--- src/rtl/serial_compare_pkg.sv ---
// Shared types and constants for the bit-serial (slice-serial) magnitude comparator.
package serial_compare_pkg;

   localparam int SLICE_W = 3;

   typedef enum logic {
      IDLE = 1'b0,
      RUN  = 1'b1
   } state_e;

   typedef struct packed {
      logic g;
      logic e;
      logic l;
   } casc_t;

   localparam casc_t CASC_INIT = '{g: 1'b0, e: 1'b1, l: 1'b0};

   function automatic logic casc_onehot(casc_t c);
      return (c == 3'b100) || (c == 3'b010) || (c == 3'b001);
   endfunction

endpackage

--- src/rtl/slice_select.sv ---
// Pure mux: returns the SLICE_W-bit slice number idx_i of a SLICES-slice vector.
module slice_select
   import serial_compare_pkg::*;
#(
   parameter int SLICES = 4,
   parameter int IDX_W  = (SLICES > 1) ? $clog2(SLICES) : 1
) (
   input  logic [SLICE_W*SLICES-1:0] vec_i,
   input  logic [IDX_W-1:0]          idx_i,
   output logic [SLICE_W-1:0]        slice_o
);

   always_comb begin
      slice_o = '0;
      for (int s = 0; s < SLICES; s++) begin
         if (idx_i == IDX_W'(s)) slice_o = vec_i[s*SLICE_W +: SLICE_W];
      end
   end

endmodule

--- src/rtl/serial_slice_compare.sv ---
// Sequencer around an external 3-bit cascadable comparator: one slice per cycle, LSB first.
module serial_slice_compare
   import serial_compare_pkg::*;
#(
   parameter int SLICES = 4
) (
   input  logic                      clk,
   input  logic                      rst_n,
   input  logic                      start,
   input  logic [SLICE_W*SLICES-1:0] a,
   input  logic [SLICE_W*SLICES-1:0] b,
   output logic                      busy,
   output logic                      done,
   output logic                      a_gt_b,
   output logic                      a_eq_b,
   output logic                      a_lt_b,
   output logic                      err,
   output logic [SLICE_W-1:0]        cmp_a,
   output logic [SLICE_W-1:0]        cmp_b,
   output logic                      cmp_g,
   output logic                      cmp_e,
   output logic                      cmp_l,
   input  logic                      cmp_lt,
   input  logic                      cmp_gt,
   input  logic                      cmp_eq
);

   localparam int W     = SLICE_W * SLICES;
   localparam int IDX_W = (SLICES > 1) ? $clog2(SLICES) : 1;
   localparam logic [IDX_W-1:0] LAST = IDX_W'(SLICES - 1);

   state_e           state_q, state_d;
   logic [IDX_W-1:0] idx_q, idx_d;
   logic [W-1:0]     a_q, a_d, b_q, b_d;
   casc_t            casc_q, casc_d, stage;
   logic             done_q, done_d;
   logic             gt_q, gt_d, eq_q, eq_d, lt_q, lt_d;
   logic             err_q, err_d;

   assign stage = '{g: cmp_gt, e: cmp_eq, l: cmp_lt};

   always_ff @(posedge clk or negedge rst_n) begin
      if (!rst_n) begin
         state_q <= IDLE;
         idx_q   <= '0;
         a_q     <= '0;
         b_q     <= '0;
         casc_q  <= CASC_INIT;
         done_q  <= 1'b0;
         gt_q    <= 1'b0;
         eq_q    <= 1'b0;
         lt_q    <= 1'b0;
         err_q   <= 1'b0;
      end else begin
         state_q <= state_d;
         idx_q   <= idx_d;
         a_q     <= a_d;
         b_q     <= b_d;
         casc_q  <= casc_d;
         done_q  <= done_d;
         gt_q    <= gt_d;
         eq_q    <= eq_d;
         lt_q    <= lt_d;
         err_q   <= err_d;
      end
   end

   always_comb begin
      state_d = state_q;
      idx_d   = idx_q;
      a_d     = a_q;
      b_d     = b_q;
      casc_d  = casc_q;
      done_d  = 1'b0;
      gt_d    = gt_q;
      eq_d    = eq_q;
      lt_d    = lt_q;
      err_d   = err_q;
      case (state_q)
         IDLE: begin
            if (start) begin
               a_d     = a;
               b_d     = b;
               idx_d   = '0;
               casc_d  = CASC_INIT;
               err_d   = 1'b0;
               state_d = RUN;
            end
         end
         RUN: begin
            casc_d = stage;
            if (!casc_onehot(stage)) err_d = 1'b1;
            if (idx_q != LAST) begin
               idx_d = idx_q + 1'b1;
            end else begin
               gt_d    = stage.g;
               eq_d    = stage.e;
               lt_d    = stage.l;
               done_d  = 1'b1;
               // Park on slice 0 with the initial cascade so IDLE drive is predictable.
               idx_d   = '0;
               casc_d  = CASC_INIT;
               state_d = IDLE;
            end
         end
         default: state_d = IDLE;
      endcase
   end

   slice_select #(.SLICES(SLICES), .IDX_W(IDX_W)) u_sel_a (
      .vec_i(a_q), .idx_i(idx_q), .slice_o(cmp_a)
   );

   slice_select #(.SLICES(SLICES), .IDX_W(IDX_W)) u_sel_b (
      .vec_i(b_q), .idx_i(idx_q), .slice_o(cmp_b)
   );

   assign busy   = (state_q == RUN);
   assign done   = done_q;
   assign a_gt_b = gt_q;
   assign a_eq_b = eq_q;
   assign a_lt_b = lt_q;
   assign err    = err_q;
   assign cmp_g  = casc_q.g;
   assign cmp_e  = casc_q.e;
   assign cmp_l  = casc_q.l;

endmodule
--- config.mk ---
export PLATFORM = sky130hd
export DESIGN_NAME = serial_slice_compare
export DESIGN_NICKNAME = d
export VERILOG_FILES = /design/src/rtl/serial_compare_pkg.sv /design/src/rtl/slice_select.sv /design/src/rtl/serial_slice_compare.sv
export SDC_FILE = /design/constraint.sdc
export NUM_CORES = 1
export LEC_CHECK = 0
export ABC_AREA = 1
export BUFFER_PORTS_ARGS = -buffer_cell sky130_fd_sc_hd__buf_4
export CORE_AREA = 4 4 76 78
export DETAILED_ROUTE_END_ITERATION = 7
export DIE_AREA = 0 0 80 82
export PLACE_DENSITY = 0.6
export SLEW_MARGIN = 10
export SYNTH_ARGS = -nofsm -noshare
export SYNTH_HDL_FRONTEND = slang
export SYNTH_SLANG_ARGS = --single-unit
--- constraint.sdc ---
create_clock -name clk -period 2.2 [get_ports clk]
set_clock_uncertainty 0.05 [all_clocks]
set_input_delay 0.22 -clock clk [delete_from_list [all_inputs] [get_ports clk]]
set_output_delay 0.22 -clock clk [all_outputs]
set_load 0.05 [all_outputs]
==> impl_metrics.json <==
{
  "clk_latency_ns": 0.29,
  "drc": 0,
  "routabilityCongestion": 0.759,
  "io_buffers": 44,
  "tns_ns": 0,
  "antenna_found_initial": 0,
  "critPathMaxStageDelay_ns": 0.42,
  "numCtsBuffers": 5,
  "mappedNetlistArea_sq_um": 1730,
  "firstDrtPassIters": 4,
  "routed_via_density": 4.30,
  "grt_pass1_wl_mm": 6.33,
  "status": "complete, no violations",
  "final_cell_mix": "nand2_1 (75), buf_4 (45), dfrtp_1 (34)",
  "min-delay-start": "a[5]",
  "initial_core_util_pct": 34.1,
  "crit_required_ns": 1.93,
  "fmax_mhz": 501,
  "clk_path_buf_depth": 2,
  "chipHeight_um": 82,
  "io_pins": 45,
  "fin_nets": 278,
  "cp-start-kind": "register",
  "rows": 26,
  "rsz0062_at_grt": "false",
  "root_buffer": "clkbuf_8",
  "antennaDiodeCount": 0,
  "peakVddDrop_mv": 0.573,
  "min_path_cells": 3,
  "vias": 1356,
  "p_total_mw": 3.65,
  "setup_viol": 0,
  "endpoint_kind": "output port",
  "yosys_warnings": 0,
  "post_cts_buffers": 0,
  "drt_iter0_markers": 68,
  "wire_per_inst_um": 11.4,
  "netlist_instances": 200,
  "die_area_sq_um": 6560,
  "synth_fp_nets": 234,
  "hpwl_mm": 2.70,
  "critPathKind": "register to output port",
  "synth_cell_types": 20,
  "syn2layout_area_growth_pct": 26.6,
  "gr-total-overflow": 0,
  "cpMostUsedCell": "nand2_1",
  "ys_seq_area_share_pct": 50.7,
  "hold_violations": 0,
  "clkTransAtPathRegs_ns": 0.07,
  "htree_levels": 2,
  "avgSynthCellArea_sq_um": 8.65,
  "ys_ff_latch": 35,
  "hold_path.class": "input pin to register",
  "cts_tree": "yes",
  "power_density_nw_per_um2": 1660,
  "critPathLaunch": "idx_q[0]$_DFFE_PN0P_",
  "drv_slew": 0,
  "grt_pass1_vias": 1382,
  "grt_usage_pct": 12.3,
  "die-width_um": 80,
  "critPathArrivalTime_ns": 1.73,
  "relSlewSlack_pct": 67.3,
  "rr_worst_depth": 4,
  "cap_violations": 0,
  "drive_gt1_share_pct": 29.0,
  "layout_commonest_cell": "nand2_1",
  "fill_cells": 540,
  "numClockSinks": 35,
  "cp_slowest_cell": "ha_1",
  "wirelength_mm": 3.60,
  "fin_crit_sh_pct": 90.8,
  "cp_cell_sequence": "inv_1 -> ha_1 -> a21oi_1 -> nand2_1 -> nand2_1 -> buf_4",
  "ant_nets": 0,
  "design.core.area_sq_um": 5070,
  "grt_max_degree": 36,
  "leakagePower_nw": 1.17,
  "worst_pin_slew_ns": 0.490,
  "utilization_pct": 43.2,
  "finalCriticalPeriod_ns": 2.00,
  "crit_path_max_fanout": 12,
  "r2r-start": "idx_q[1]$_DFFE_PN0P_"
}
-- routing by layer --
metal	track usage (%)	wire length (um)	vias up
met5	0	0	-
met4	6.08	51	0
met3	2.30	139	6
met2	18.6	1650	24
met1	16.8	1760	608
li1	-	-	718
-- cell families after synthesis --
group	synth area share, %
AOI/OAI and AO/OA	8.53
adders and majority gates	2.89
and+or+nand+nor	29.0
buffers and inverters	8.89
DFF	50.7
-- flip-flops by register name, summed over array words and instances (netlist names) --
signal  cells
a_q        12
b_q        12
idx_q       2
a_eq_b      1
a_gt_b      1
a_lt_b      1
busy        1
cmp_e       1
cmp_g       1
cmp_l       1
done        1
err         1
-- report_power, final --
part	internal [mW]	leakage, nW	switching [mW]
Sequential	0.952	0.420	0.180
Clock	0.337	0.0581	0.235
Combinational	0.602	0.694	1.34
Total	1.89	1.17	1.76
-- synthesized netlist by cell type --
library cell	number	area, sq um
ha_1	4	50.1
buf_4	2	15.0
o21ai_0	2	10.0
nor2_1	8	30.0
inv_2	1	3.75
o22ai_2	1	12.5
dfrtp_1	34	851
inv_1	16	60.1
nand3_2	10	100
or2_4	1	8.76
o22ai_1	2	12.5
buf_6	4	45.0
buf_2	2	10.0
nand3_1	14	70.1
o21ai_2	2	17.5
a21oi_1	19	95.1
dfstp_2	1	26.3
nand2_4	1	11.3
nand2_1	75	282
buf_12	1	20.0
-- stage by stage --
stage	setup WS, ns	cells	hold slack [ns]	instance area (sq um)
final	0.202	315	0.107	2190
after global routing	0.0353	315	0.0978	2190
after CTS	0.170	315	0.101	2190
after detailed placement	0.500	306	0.150	2070
after global placement	0.525	306	0.145	2070
after floorplan	0.587	200	-0.126	1730
-- final timing paths --
kind | endpoint | slack (ns)
worst max-delay path | cmp_a[0] | 0.20
max in group asynchronous | cmp_e$_DFFE_PN1P_ | 1.41
worst min-delay path | a_q[5]$_DFFE_PN0P_ | 0.11
worst min register to register | a_q[1]$_DFFE_PN0P_ | 0.43
min in group asynchronous | idx_q[0]$_DFFE_PN0P_ | 0.36
worst max register to register | a_gt_b$_DFFE_PN0P_ | 0.76
-- repair_timing --
item,4_1_cts,5_1_grt
endpoints found under the setup margin,0,2
gates resized for setup,0,1
endpoints found under the hold margin,34,0
hold buffers,1,0
-- cell type report --
class,count,area (sq um),area share [%]
multi-input combinational,139,702,32.0
inverter,17,63.8,2.91
sequential,35,877,40.0
clock buffer,5,68.8,3.14
tap,70,87.6,4.00
timing repair buffer,46,348,15.9
clock inverter,3,43.8,2.00
-- worst max-delay path: cells and delay by family, from the launching register on --
kind / cells / cell delay, ns
and+or+nand+nor: 2 / 0.15
buffers and inverters: 2 / 0.32
DFF: 1 / 0.40
adders and majority gates: 1 / 0.42
AOI/OAI and AO/OA: 1 / 0.14
(Power assumes the default switching activity.)
